==> src/rtl/tag_ctrl_pkg.sv <==
`default_nettype none
// ============================================================================
//  Module      : tag_ctrl_pkg
//  Description : Shared definitions for the L1 tag lookup controller:
//                MSI state encoding, FSM state encoding and state helpers.
//  Revision    : 1.0 - initial release
// ============================================================================
package tag_ctrl_pkg;

  // MSI coherence state encoding held in the top two bits of a tag word
  localparam int          STATE_W = 2;
  localparam logic [1:0]  MSI_I   = 2'b00;
  localparam logic [1:0]  MSI_S   = 2'b01;
  localparam logic [1:0]  MSI_M   = 2'b10;

  // Controller sequencing: one lookup occupies exactly three cycles
  typedef enum logic [1:0] {
    ST_IDLE   = 2'd0,
    ST_READ   = 2'd1,
    ST_COMMIT = 2'd2
  } fsm_e;

  // The unused code 2'b11 is folded onto Invalid, both on read and before write
  function automatic logic [1:0] msi_norm(input logic [1:0] s);
    return (s == 2'b11) ? MSI_I : s;
  endfunction

  function automatic logic msi_valid(input logic [1:0] s);
    return (msi_norm(s) != MSI_I);
  endfunction

endpackage : tag_ctrl_pkg
`default_nettype wire

==> src/rtl/tag_way_cmp.sv <==
`default_nettype none
// ============================================================================
//  Module      : tag_way_cmp
//  Description : Per-way tag comparator. Splits a tag RAM word into MSI state
//                and tag, and flags a hit when the way is valid and matches.
//  Revision    : 1.0 - initial release
// ============================================================================
module tag_way_cmp
  import tag_ctrl_pkg::*;
#(
  parameter int DWIDTH = 16
) (
  input  logic [DWIDTH-1:0] i_dout,
  input  logic [DWIDTH-3:0] i_req_tag,
  output logic              o_hit,
  output logic [1:0]        o_state
);

  // Decode stored state and compare the tag field against the request
  always_comb begin
    o_state = msi_norm(i_dout[DWIDTH-1:DWIDTH-2]);
    o_hit   = msi_valid(o_state) && (i_dout[DWIDTH-3:0] == i_req_tag);
  end

endmodule : tag_way_cmp
`default_nettype wire

==> src/rtl/tag_lookup_ctrl.sv <==
`default_nettype none
// ============================================================================
//  Module      : tag_lookup_ctrl
//  Description : Arbitrates CPU and snoop requests onto the two tag RAM ways
//                of a 2-way MSI L1, compares tags, reports hit/way/state and
//                optionally writes back a new state (victim fill on CPU miss).
//  Revision    : 1.0 - initial release
// ============================================================================
module tag_lookup_ctrl
  import tag_ctrl_pkg::*;
#(
  parameter int AWIDTH = 3,
  parameter int DWIDTH = 16
) (
  input  logic                     clock,
  input  logic                     reset,
  input  logic                     cpu_req,
  input  logic [DWIDTH+AWIDTH-3:0] cpu_addr,
  input  logic                     cpu_wr,
  input  logic [1:0]               cpu_new_state,
  output logic                     cpu_ack,
  input  logic                     snp_req,
  input  logic [DWIDTH+AWIDTH-3:0] snp_addr,
  input  logic                     snp_wr,
  input  logic [1:0]               snp_new_state,
  output logic                     snp_ack,
  output logic                     rsp_valid,
  output logic                     rsp_src,
  output logic                     rsp_hit,
  output logic                     rsp_way,
  output logic [1:0]               rsp_state,
  output logic [AWIDTH-1:0]        ram_addr,
  output logic [DWIDTH-1:0]        ram_din,
  output logic                     ram_we0,
  output logic                     ram_we1,
  input  logic [DWIDTH-1:0]        ram_dout0,
  input  logic [DWIDTH-1:0]        ram_dout1,
  output logic                     busy
);

  localparam int TAG_W = DWIDTH - 2;
  localparam int DEPTH = 1 << AWIDTH;

  // Latched request and registered lookup result
  fsm_e              state_q,  state_d;
  logic [AWIDTH-1:0] idx_q,    idx_d;
  logic [TAG_W-1:0]  tag_q,    tag_d;
  logic              wr_q,     wr_d;
  logic [1:0]        nst_q,    nst_d;
  logic              src_q,    src_d;
  logic              hit_q,    hit_d;
  logic              way_q,    way_d;
  logic [1:0]        rstate_q, rstate_d;
  logic [DEPTH-1:0]  lru_q,    lru_d;

  // Combinational outputs before reset gating
  logic              cpu_ack_c, snp_ack_c, rsp_valid_c, we0_c, we1_c;
  logic [AWIDTH-1:0] ram_addr_c;
  logic [DWIDTH-1:0] ram_din_c;

  // Per-way comparison results
  logic [DWIDTH-1:0] way_dout  [2];
  logic [1:0]        way_hit;
  logic [1:0]        way_state [2];
  logic              victim;
  logic [DWIDTH+AWIDTH-3:0] req_addr;

  assign way_dout[0] = ram_dout0;
  assign way_dout[1] = ram_dout1;

  for (genvar w = 0; w < 2; w++) begin : g_way
    tag_way_cmp #(
      .DWIDTH    (DWIDTH)
    ) u_cmp (
      .i_dout    (way_dout[w]),
      .i_req_tag (tag_q),
      .o_hit     (way_hit[w]),
      .o_state   (way_state[w])
    );
  end

  // Victim: first invalid way, otherwise the least recently used one
  always_comb begin
    if (way_state[0] == MSI_I)      victim = 1'b0;
    else if (way_state[1] == MSI_I) victim = 1'b1;
    else                            victim = lru_q[idx_q];
  end

  // Snoop has strict priority; the mux only matters on a grant
  assign req_addr = snp_req ? snp_addr : cpu_addr;

  // Next-state, datapath and RAM control for the three-cycle transaction
  always_comb begin
    state_d     = state_q;
    idx_d       = idx_q;
    tag_d       = tag_q;
    wr_d        = wr_q;
    nst_d       = nst_q;
    src_d       = src_q;
    hit_d       = hit_q;
    way_d       = way_q;
    rstate_d    = rstate_q;
    lru_d       = lru_q;
    cpu_ack_c   = 1'b0;
    snp_ack_c   = 1'b0;
    rsp_valid_c = 1'b0;
    we0_c       = 1'b0;
    we1_c       = 1'b0;
    ram_addr_c  = '0;
    ram_din_c   = '0;
    case (state_q)
      ST_IDLE: begin
        if (snp_req || cpu_req) begin
          snp_ack_c  = snp_req;
          cpu_ack_c  = ~snp_req;
          src_d      = snp_req;
          idx_d      = req_addr[AWIDTH-1:0];
          tag_d      = req_addr[DWIDTH+AWIDTH-3:AWIDTH];
          wr_d       = snp_req ? snp_wr : cpu_wr;
          nst_d      = msi_norm(snp_req ? snp_new_state : cpu_new_state);
          ram_addr_c = req_addr[AWIDTH-1:0];
          state_d    = ST_READ;
        end
      end
      ST_READ: begin
        ram_addr_c = idx_q;
        hit_d      = |way_hit;
        way_d      = way_hit[0] ? 1'b0 : (way_hit[1] ? 1'b1 : victim);
        rstate_d   = way_hit[0] ? way_state[0] :
                     (way_hit[1] ? way_state[1] : MSI_I);
        state_d    = ST_COMMIT;
      end
      ST_COMMIT: begin
        rsp_valid_c = 1'b1;
        ram_addr_c  = idx_q;
        ram_din_c   = {nst_q, tag_q};
        // Snoops update a hit line but never allocate on a miss
        if (wr_q && (hit_q || !src_q)) begin
          we0_c = ~way_q;
          we1_c = way_q;
        end
        // Only CPU hits and CPU fills age the set
        if (!src_q && (hit_q || wr_q)) begin
          lru_d[idx_q] = ~way_q;
        end
        state_d = ST_IDLE;
      end
      default: state_d = ST_IDLE;
    endcase
  end

  // State and result registers; reset abandons any transaction in flight
  always_ff @(posedge clock) begin
    if (reset) begin
      state_q  <= ST_IDLE;
      idx_q    <= '0;
      tag_q    <= '0;
      wr_q     <= 1'b0;
      nst_q    <= MSI_I;
      src_q    <= 1'b0;
      hit_q    <= 1'b0;
      way_q    <= 1'b0;
      rstate_q <= MSI_I;
      lru_q    <= '0;
    end else begin
      state_q  <= state_d;
      idx_q    <= idx_d;
      tag_q    <= tag_d;
      wr_q     <= wr_d;
      nst_q    <= nst_d;
      src_q    <= src_d;
      hit_q    <= hit_d;
      way_q    <= way_d;
      rstate_q <= rstate_d;
      lru_q    <= lru_d;
    end
  end

  // Reset forces every output low in the very cycle it is asserted,
  // so an interrupted COMMIT never reaches the RAMs
  assign cpu_ack   = cpu_ack_c   & ~reset;
  assign snp_ack   = snp_ack_c   & ~reset;
  assign rsp_valid = rsp_valid_c & ~reset;
  assign rsp_src   = rsp_valid & src_q;
  assign rsp_hit   = rsp_valid & hit_q;
  assign rsp_way   = rsp_valid & way_q;
  assign rsp_state = rsp_valid ? rstate_q : MSI_I;
  assign ram_we0   = we0_c & ~reset;
  assign ram_we1   = we1_c & ~reset;
  assign ram_addr  = reset ? '0 : ram_addr_c;
  assign ram_din   = reset ? '0 : ram_din_c;
  assign busy      = ~reset & (state_q != ST_IDLE);

endmodule : tag_lookup_ctrl
`default_nettype wire

==> config.mk <==
export PLATFORM = sky130hd
export DESIGN_NAME = tag_lookup_ctrl
export DESIGN_NICKNAME = d
export VERILOG_FILES = /design/src/rtl/tag_ctrl_pkg.sv /design/src/rtl/tag_way_cmp.sv /design/src/rtl/tag_lookup_ctrl.sv
export SDC_FILE = /design/constraint.sdc
export NUM_CORES = 1
export LEC_CHECK = 0
export ABC_AREA = 0
export CAP_MARGIN = 20
export CORE_MARGIN = 1.5
export CORE_UTILIZATION = 39
export DETAILED_ROUTE_END_ITERATION = 8
export HOLD_SLACK_MARGIN = 0.02
export PLACE_DENSITY = 0.78
export RECOVER_POWER = 25
export SYNTH_ARGS = -nofsm -noshare
export SYNTH_HDL_FRONTEND = slang
export SYNTH_HIERARCHICAL = 1
export SYNTH_SLANG_ARGS = --single-unit
==> constraint.sdc <==
create_clock -name clock -period 1.8 [get_ports clock]
set_clock_uncertainty 0.2 [all_clocks]
set_input_delay 0.18 -clock clock [delete_from_list [all_inputs] [get_ports clock]]
set_output_delay 0.18 -clock clock [all_outputs]
set_load 0.01 [all_outputs]
# Yosys cells after proc, flatten, opt, wreduce, memory -nomap -nowiden
# Index checks and enable logic that the tools add are counted.
[word_totals]
word_cells = 89
output_inout_bits = 30
register_bits = 35
[op_classes]
bitwise_logic = 12
n_reduce_logical = 19
n_lt_le_gt_ge = 2
n_eq_ne = 10
n_mux = 36
[ops]
columns = ["op", "n"]
rows = [
  ["two-way mux 16 bit", 2],
  ["equality test 14 bit", 2],
  ["two-way mux 2 bit", 10],
  ["two-way mux 17 bit", 1],
  ["two-way mux 1 bit", 16],
  ["equality test 2 bit (second input constant)", 6],
  ["bitwise AND 1 bit", 9],
  ["bitwise mux 8 bit", 1],
  ["zero test 2 bit", 3],
  ["two-way mux 3 bit", 2],
  ["case mux 3 bit (2 select lines)", 1],
  ["nonzero test 2 bit", 3],
  ["logical AND 1 bit", 5],
  ["< comparator 3 x 4 -> 1 bit (second input constant)", 1],
  ["case mux 2 bit (2 select lines)", 1],
  ["AND reduction 2 bit", 2],
  ["OR reduction 2 bit", 2],
  ["binary-select mux 1 bit (select 3 bit)", 1],
  ["demux 1 bit (select 3 bit)", 1],
  ["greater-or-equal comparator 3 x 1 -> 1 bit (second input constant)", 1],
  ["logical OR 1 bit", 3],
  ["NOT 1 bit", 3],
  ["equality test 2 x 1 -> 1 bit (second input constant)", 1],
  ["inequality test 2 bit (second input constant)", 1],
  ["zero test 1 bit", 1],
]

# Longest topological paths before layout
# Gate-level depths: netlist of the first run.
[logic_depth]
ltp_word = 8
ltp_mapped = 8
mapped_depth_nobuf = 8

# Modules after synthesis
# Netlist of the first run, hierarchy kept.
[modules_own_cells]
columns = ["mod", "area_each_um2", "n_inst", "cells_per_inst"]
rows = [
  ["tag_lookup_ctrl", 2057.0, 1, 236],
  ["tag_way_cmp", 191.4, 2, 23],
]

# Least setup slack after synthesis of the first run
# No wires, ideal clock.
[synth_timing]
kind = "input port to flip-flop"
from = "input ram_dout0[14]"
to = "register way_q"
required_time_ps = 1480
cell_stages = 7
t_arrival_ps = 1650
n_path_buf = 0
setup_slack_ps = -170
path_cell_list = "inv_1 ha_1 or4_1 nor3_2 o22ai_1 a21oi_1 a21oi_1"
[synth_via]
elab_chain_cells = 7
elab_cells_between_ends = 10
[synth_lines]
columns = ["element", "line", "rtl"]
rows = [
  ["start: declaration", "tag_lookup_ctrl.sv:36", "input logic [DWIDTH-1:0] ram_dout0,"],
  ["equality test 2 bit", "tag_ctrl_pkg.sv:25", "return (s == 2'b11) ? MSI_I : s;"],
  ["two-way mux 2 bit (*)", "tag_ctrl_pkg.sv:25", ""],
  ["equality test 2 bit", "tag_ctrl_pkg.sv:25", ""],
  ["two-way mux 2 bit (*)", "tag_ctrl_pkg.sv:25", ""],
  ["nonzero test 2 bit (*)", "tag_ctrl_pkg.sv:29", "return (msi_norm(s) != MSI_I);"],
  ["logical AND 1 bit (*)", "tag_way_cmp.sv:22", "o_hit = msi_valid(o_state) && (i_dout[DWIDTH-3:0] == i_req_tag);"],
  ["via way_hit[0]", "tag_lookup_ctrl.sv:63", "logic [1:0] way_hit;"],
  ["two-way mux 1 bit (*)", "tag_lookup_ctrl.sv:128", "way_d = way_hit[0] ? 1'b0 : (way_hit[1] ? 1'b1 : victim);"],
  ["end signal: assignment", "tag_lookup_ctrl.sv:173", "way_q <= way_d;"],
  ["end: declaration", "tag_lookup_ctrl.sv:52", "logic way_q, way_d;"],
]
# The timed path passes the listed nets; every way through them passes the cells marked *.
# A chain may end at the register's enable or synchronous reset.

# Worst setup path after layout of the first run
[layout_timing]
from = "register tag_q[6]"
to = "register way_q"
[layout_via]
elab_cells_between_ends = 6
[layout_lines]
columns = ["element", "line", "rtl"]
rows = [
  ["start: declaration", "tag_lookup_ctrl.sv:47", "logic [TAG_W-1:0] tag_q, tag_d;"],
  ["start signal: assignment", "tag_lookup_ctrl.sv:168", "tag_q <= tag_d;"],
  ["equality test 14 bit", "tag_way_cmp.sv:22", ""],
  ["logical AND 1 bit", "tag_way_cmp.sv:22", ""],
  ["via way_hit[0]", "tag_lookup_ctrl.sv:63", ""],
  ["two-way mux 1 bit", "tag_lookup_ctrl.sv:128", ""],
]
# The timed path passes the listed nets, and every way through them passes these cells.

==> results of run 1 <==
==> per-stage QoR <==
stage | TNS (ns) | instances
after floorplan | -0.004616 | 282
after global placement | -16.63 | 482
after global routing | -5.840 | 500
after detailed placement | -17.59 | 482
after CTS | -2.324 | 500
final | -3.604 | 500
==> placed cells by master, fill, tap and decap left out, types with 5 or more instances in the layout <==
| cell type | n |
|---|---|
| xor2_1 | 14 |
| a211oi_1 | 19 |
| and2_4 | 22 |
| inv_1 | 7 |
| buf_2 | 8 |
| clkdlybuf4s50_1 | 69 |
| nor2_1 | 36 |
| ha_1 | 7 |
| clkbuf_8 | 5 |
| nand2_1 | 14 |
| a21oi_1 | 9 |
| buf_4 | 31 |
| mux2i_1 | 20 |
| buf_6 | 35 |
| xnor2_1 | 14 |
| dfxtp_1 | 28 |
==> cell type report <==
| class | count | share of cell area, % |
|---|---|---|
| multi-input combinational | 220 | 42.69 |
| timing repair buffer | 153 | 34.27 |
| sequential | 35 | 17.17 |
| tap | 75 | 2.247 |
| clock buffer | 5 | 1.648 |
| clock inverter | 3 | 1.049 |
| inverter | 9 | 0.9287 |
==> worst paths after layout <==
path | to | from | depth (start not counted)
worst min-delay path | lru_q[4] | lru_q[4] | 2
worst min register to register | lru_q[4] | lru_q[4] | 2
worst max-delay path | way_q | tag_q[6] | 7
worst max register to register | way_q | tag_q[6] | 7
==> worst max-delay path, delay by kind of cell (launching register included) <==
family	cells	cell delay, ns
AOI/OAI and AO/OA	3	0.35
xor gates and xnor gates	1	0.17
DFF	1	0.37
and+or+nand+nor	3	0.80
==> power breakdown <==
part	switching [mW]	internal [mW]	total, mW	leakage (nW)
Combinational	0.384	0.483	0.867	1.42
Clock	0.305	0.412	0.717	0.0581
Sequential	0.0877	0.848	0.936	0.291
==> cell usage after synthesis, types with 3 or more instances <==
master and instances:
nor2b_1 4, a211oi_1 21, xnor2_1 14, nand4_1 4
nand2_1 17, mux2i_1 20, a21oi_1 12, xor2_1 14
o21ai_0 4, nand4b_1 4, ha_1 9, nand3_1 3
and2_1 21, nor2_1 36, nor3b_1 3, buf_4 4
dfxtp_1 35, buf_2 6, clkbuf_1 5, inv_1 9
mux2_2 4
==> registers in the layout (all words and copies together) (netlist names) <==
register	count
nst_q	2
rstate_q	2
wr_q	1
way_q	1
lru_q	8
idx_q	3
state_q	2
hit_q	1
tag_q	14
src_q	1
==> layer usage <==
layer	up-vias	track usage, %	wire, µm
met5	-	0	0
met4	0	8.983	156
met3	14	2.637	272
met2	65	38.03	3973
met1	1198	28.45	3328
li1	1260	-	-
==> cell families after synthesis <==
kind of cell / count (synthesis) / share of synthesized area, %
AOI/OAI and AO/OA: 46 / 12.56
xor gates and xnor gates: 28 / 10.05
muxes: 24 / 10.05
and+or+nand+nor: 113 / 28.31
buffers and inverters: 27 / 5.692
DFF: 35 / 28.72
adders and majority gates: 9 / 4.615
==> what timing repair did <==
action | 4_1_cts | 5_1_grt
endpoints found under the setup margin | 36 | 38
cloned | 1 | 0
gates resized for setup | 176 | 48
pin swaps | 21 | 19
buffers inserted | 9 | 1
==> results_dict.tcl, run 1 <==
set metrics [dict create \
    violations "setup timing" \
    synth_flop_cell "dfxtp_1" \
    r2r_setup_slack_ns -0.21 \
    clk_pin_slew_ns 0.08 \
    place.port_buffers 105 \
    ios 106 \
    drc 0 \
    path_cells "xor2_1, nor4_2, nand4_1, nor3_4, o22ai_2, a21oi_1, a21oi_1" \
    synth_seq_area_share_pct 28.72 \
    wirelength_um 7729 \
    fmax_mhz 497.6 \
    wire_per_inst_um 15.46 \
    clock-sinks 35 \
    htree_levels 2 \
    grt_overflow 0 \
    drv_slew 0 \
    rsz0062_at_grt "true" \
    fin_crit_sh_pct 111.7 \
    max-slew-margin-rel_pct 75.39 \
    critPathKind "register to register" \
    final_util_pct 69.72 \
    track_usage_pct 22.30 \
    fin_total_pwr_mw 2.520 \
    dr_total_vias 2537 \
    timing.final.ws_setup_ns -0.2098 \
    num_antenna_cells 0 \
    syn_area_mm2 0.002440 \
    startpoint_type "register" \
    status "finished, violations left" \
    drt_pass1_iterations 4 \
    cts_buffers 5 \
    synth-edff-count 0 \
    crit_arrival_ns 1.99 \
    start_util_pct 40.73 \
    slowest_stage "dfxtp_4" \
    powerDensity_mw_per_mm2 603.3 \
    grt_pass1_vias 2470 \
    synth_fp_nets 367 \
    die_y_um 82.10 \
    syn_inst 282 \
    grt_max_degree 31 \
    avgSynthCellArea_um2 8.652 \
    holdBufCountCts 0 \
    core_mm2 0.005991 \
    gp_congestion 0.8200 \
    netlist.area_leader.share_pct 28.72 \
    final_hold_viol_count 0 \
    grt_pass1_wl_um 11440 \
    cp_max_fo 7 \
    cts_tree "built" \
    worst_setup_path_end_kind "register" \
    area.growth.synth_to_final_pct 71.18 \
    multiInputGateArea_mm2 0.001783 \
    seq_area_um2 716.9 \
    ant_nets 0 \
    ys_warn_count 6 \
    cpMostUsedCell "a21oi_1" \
    insertion_delay_ns 0.29 \
    maxCapViolCount 0 \
    clk_path_buf_depth 2 \
    synth-async-reset-ratio_pct 0 \
    preCtsSetupSlack_ns -0.5114 \
    num-nets-final 509 \
    synthDistinctLibCells 43 \
    worst_ep_required_time_ns 1.78 \
    synthTopCellsByArea "dfxtp_1 29%, mux2i_1 8.2%, a211oi_1 6.5%" \
    rows 28 \
    tightestPinTransition_ns 0.3691 \
    dieWidth_um 82.10 \
    cpPeakStageDelay_ns 0.37 \
    n_fill_cell 452 \
    drt_iter0_markers 78 \
    antenna_found_initial 0 \
    die_area_mm2 0.006740 \
    hp-class "register to register" \
    setup_violations 30 \
    post-route-min-period_ns 2.010 \
    cts-root-buf "clkbuf_8" \
    p_leak_nw 1.769 \
    hpwl_um 5671 \
    final_area_mm2 0.004177 \
    hold_slack_ns 0.2944 \
    place_area_mm2 0.003786 \
    vias_per_cell 5.074 \
    drive_above_1_share_pct 35.06 \
    synth_area_leader_cell "dfxtp_1" \
    synth-seq-cells 35 \
    ir_drop_mv 0.4265 \
]
(Power assumes the default switching activity.)
==> inputs of run 2 (changes only) <==
CORE_UTILIZATION = 60   (was 39)
DONT_BUFFER_PORTS = 1   (was not set)
GPL_TIMING_DRIVEN = 0   (was not set)
PLACE_DENSITY = 0.76   (was 0.78)
clock period = 2.3 ns   (was 1.8 ns; I/O delays follow)
==> run 2 against run 1 <==
The run now ends clean. Largest power group unchanged. Largest cell class unchanged. Critical path depth increased by 1. Non-clock buffer count fell by 117. Highest routed layer unchanged. Register-to-register slack gained 0.43 ns.
==> results_dict.tcl, run 2 (synthesis results as in run 1) <==
set metrics [dict create \
    fin_crit_sh_pct 95.39 \
    grt_pass1_wl_um 9446 \
    wire_per_inst_um 17.98 \
    cts_buffers 5 \
    power.switching_mw 0.5225 \
    dr_total_vias 2120 \
    preCtsSetupSlack_ns 0.05613 \
    largest_register_ffs 14 \
    final_util_pct 73.29 \
    intPower_mw 1.138 \
    path_cells "inv_2, ha_1, clkbuf_4, nor2b_1, buf_4, buf_6, nand2_1, a21oi_2" \
    crit_arrival_ns 1.76 \
    ant_nets 0 \
    final_area_mm2 0.002764 \
    slowest_stage "dfxtp_2" \
    cts-root-buf "clkbuf_8" \
    rsz0062_at_grt "false" \
    insertion_delay_ns 0.29 \
    drive_above_1_share_pct 13.64 \
    hold_slack_ns 0.006356 \
    p_sw_share_pct 31.47 \
    grt_pass1_vias 1957 \
    gp_congestion 0.8371 \
    reg2reg_depth 6 \
    setup_violations 0 \
    dp_cells 330 \
    status "finished clean" \
    place.port_buffers 0 \
    tightestPinTransition_ns 0.7281 \
    clk_path_buf_depth 2 \
    pwr-share-seq_pct 44.2 \
    hold_depth 2 \
    clock-sinks 35 \
    die_area_mm2 0.004458 \
    die_y_um 66.77 \
    antenna_found_initial 0 \
    dieWidth_um 66.77 \
    core_mm2 0.003771 \
    ir_drop_mv 0.5220 \
    fin_tns_setup_ns 0 \
    area.growth.synth_to_final_pct 13.28 \
    cp_max_fo 10 \
    post-route-min-period_ns 2.194 \
    layout_commonest_cell "nor2_1" \
    ios 106 \
    grt_max_degree 11 \
    drt_iter0_markers 130 \
    worst_setup_path_end_kind "output port" \
    num-nets-final 392 \
    hpwl_um 4485 \
    reg_top3 "tag_q (14), lru_q (8), idx_q (3)" \
    final_hold_viol_count 0 \
    fin_total_pwr_mw 1.660 \
    maxCapViolCount 0 \
    vias_per_cell 5.955 \
    max-slew-margin-rel_pct 50.95 \
    seq_area_um2 703.2 \
    hp-class "input port to register" \
    rows 22 \
    cpPeakStageDelay_ns 0.35 \
    clkPwrFrac_pct 30.0 \
    place_area_mm2 0.002500 \
    htree_levels 2 \
    critPathKind "register to output port" \
    num_antenna_cells 0 \
    powerDensity_mw_per_mm2 600.7 \
    top_register "tag_q" \
    timing.final.ws_setup_ns 0.1061 \
    drc 0 \
    grt_overflow 0 \
    wirelength_um 6401 \
    clk_pin_slew_ns 0.07 \
    n_fill_cell 280 \
    start_util_pct 64.70 \
    layout.cells.non_filler 356 \
    drt_pass1_iterations 6 \
    p_leak_nw 1.105 \
    track_usage_pct 29.18 \
    worst_ep_required_time_ns 1.87 \
    multiInputGateArea_mm2 0.001570 \
    cts_tree "built" \
    combPwrFrac_pct 25.8 \
    drv_slew 0 \
    startpoint_type "register" \
    fmax_mhz 455.8 \
    final_cell_mix "36 x nor2_1, 33 x dfxtp_1, 21 x and2_1, 21 x a211oi_1, 20 x mux2i_1" \
]
[run 2: cell types whose count changed in the layout (fill, tap and decap cells not counted), moves of 5 or more]
| cell | change |
|---|---|
| and2_4 | -21 |
| and2_1 | +21 |
| buf_4 | -27 |
| dlygate4sd3_1 | +18 |
| clkdlybuf4s50_1 | -69 |
| dfxtp_1 | +5 |
| buf_6 | -32 |
[run 2: worst paths after layout]
path,slack [ns],endpoint,start
hold / removal,0.006,tag_q[8],snp_addr[11]
setup / recovery,0.11,ram_addr[1],state_q[0]
hold reg to reg,0.29,rstate_q[0],rstate_q[0]
setup reg to reg,0.22,way_q,tag_q[10]
[run 2: layout make-up]
type | count | area share (%)
multi-input combinational | 220 | 56.81
sequential | 35 | 25.44
timing repair buffer | 18 | 6.519
buffer | 18 | 4.210
clock buffer | 8 | 3.622
tap | 48 | 2.173
inverter | 9 | 1.222
[run 2: repair_timing]
item / CTS / global route
endpoints found under the setup margin: 22 / 23
hold buffers: 18 / 0
pin swaps: 0 / 2
resized for setup: 6 / 9
setup buffers: 0 / 0
endpoints found under the hold margin: 12 / 0
[run 2: power groups by stage]
| stage | registers [mW] | logic [mW] | clock network [mW] |
|---|---|---|---|
| final | 0.733 | 0.428 | 0.499 |
| after global routing | 0.741 | 0.465 | 0.528 |
| after CTS | 0.732 | 0.421 | 0.499 |
| after detailed placement | 0.745 | 0.386 | 0 |
| after global placement | 0.744 | 0.376 | 0 |
| after floorplan | 0.726 | 0.321 | 0 |
[run 2: critical path: cells and delay by family, from the launching register on]
kind            cells  cell delay (ns)
compound gates      1             0.20
simple gates        2             0.23
fa+ha+maj           1             0.14
buf+inv             4             0.55
flops               1             0.35
[run 2: routing by layer]
layer	share of wire [%]	GRT usage, %
met1	43	35.91
met2	49	50.00
met3	5.5	6.081
met4	1.7	10.46
met5	0	0
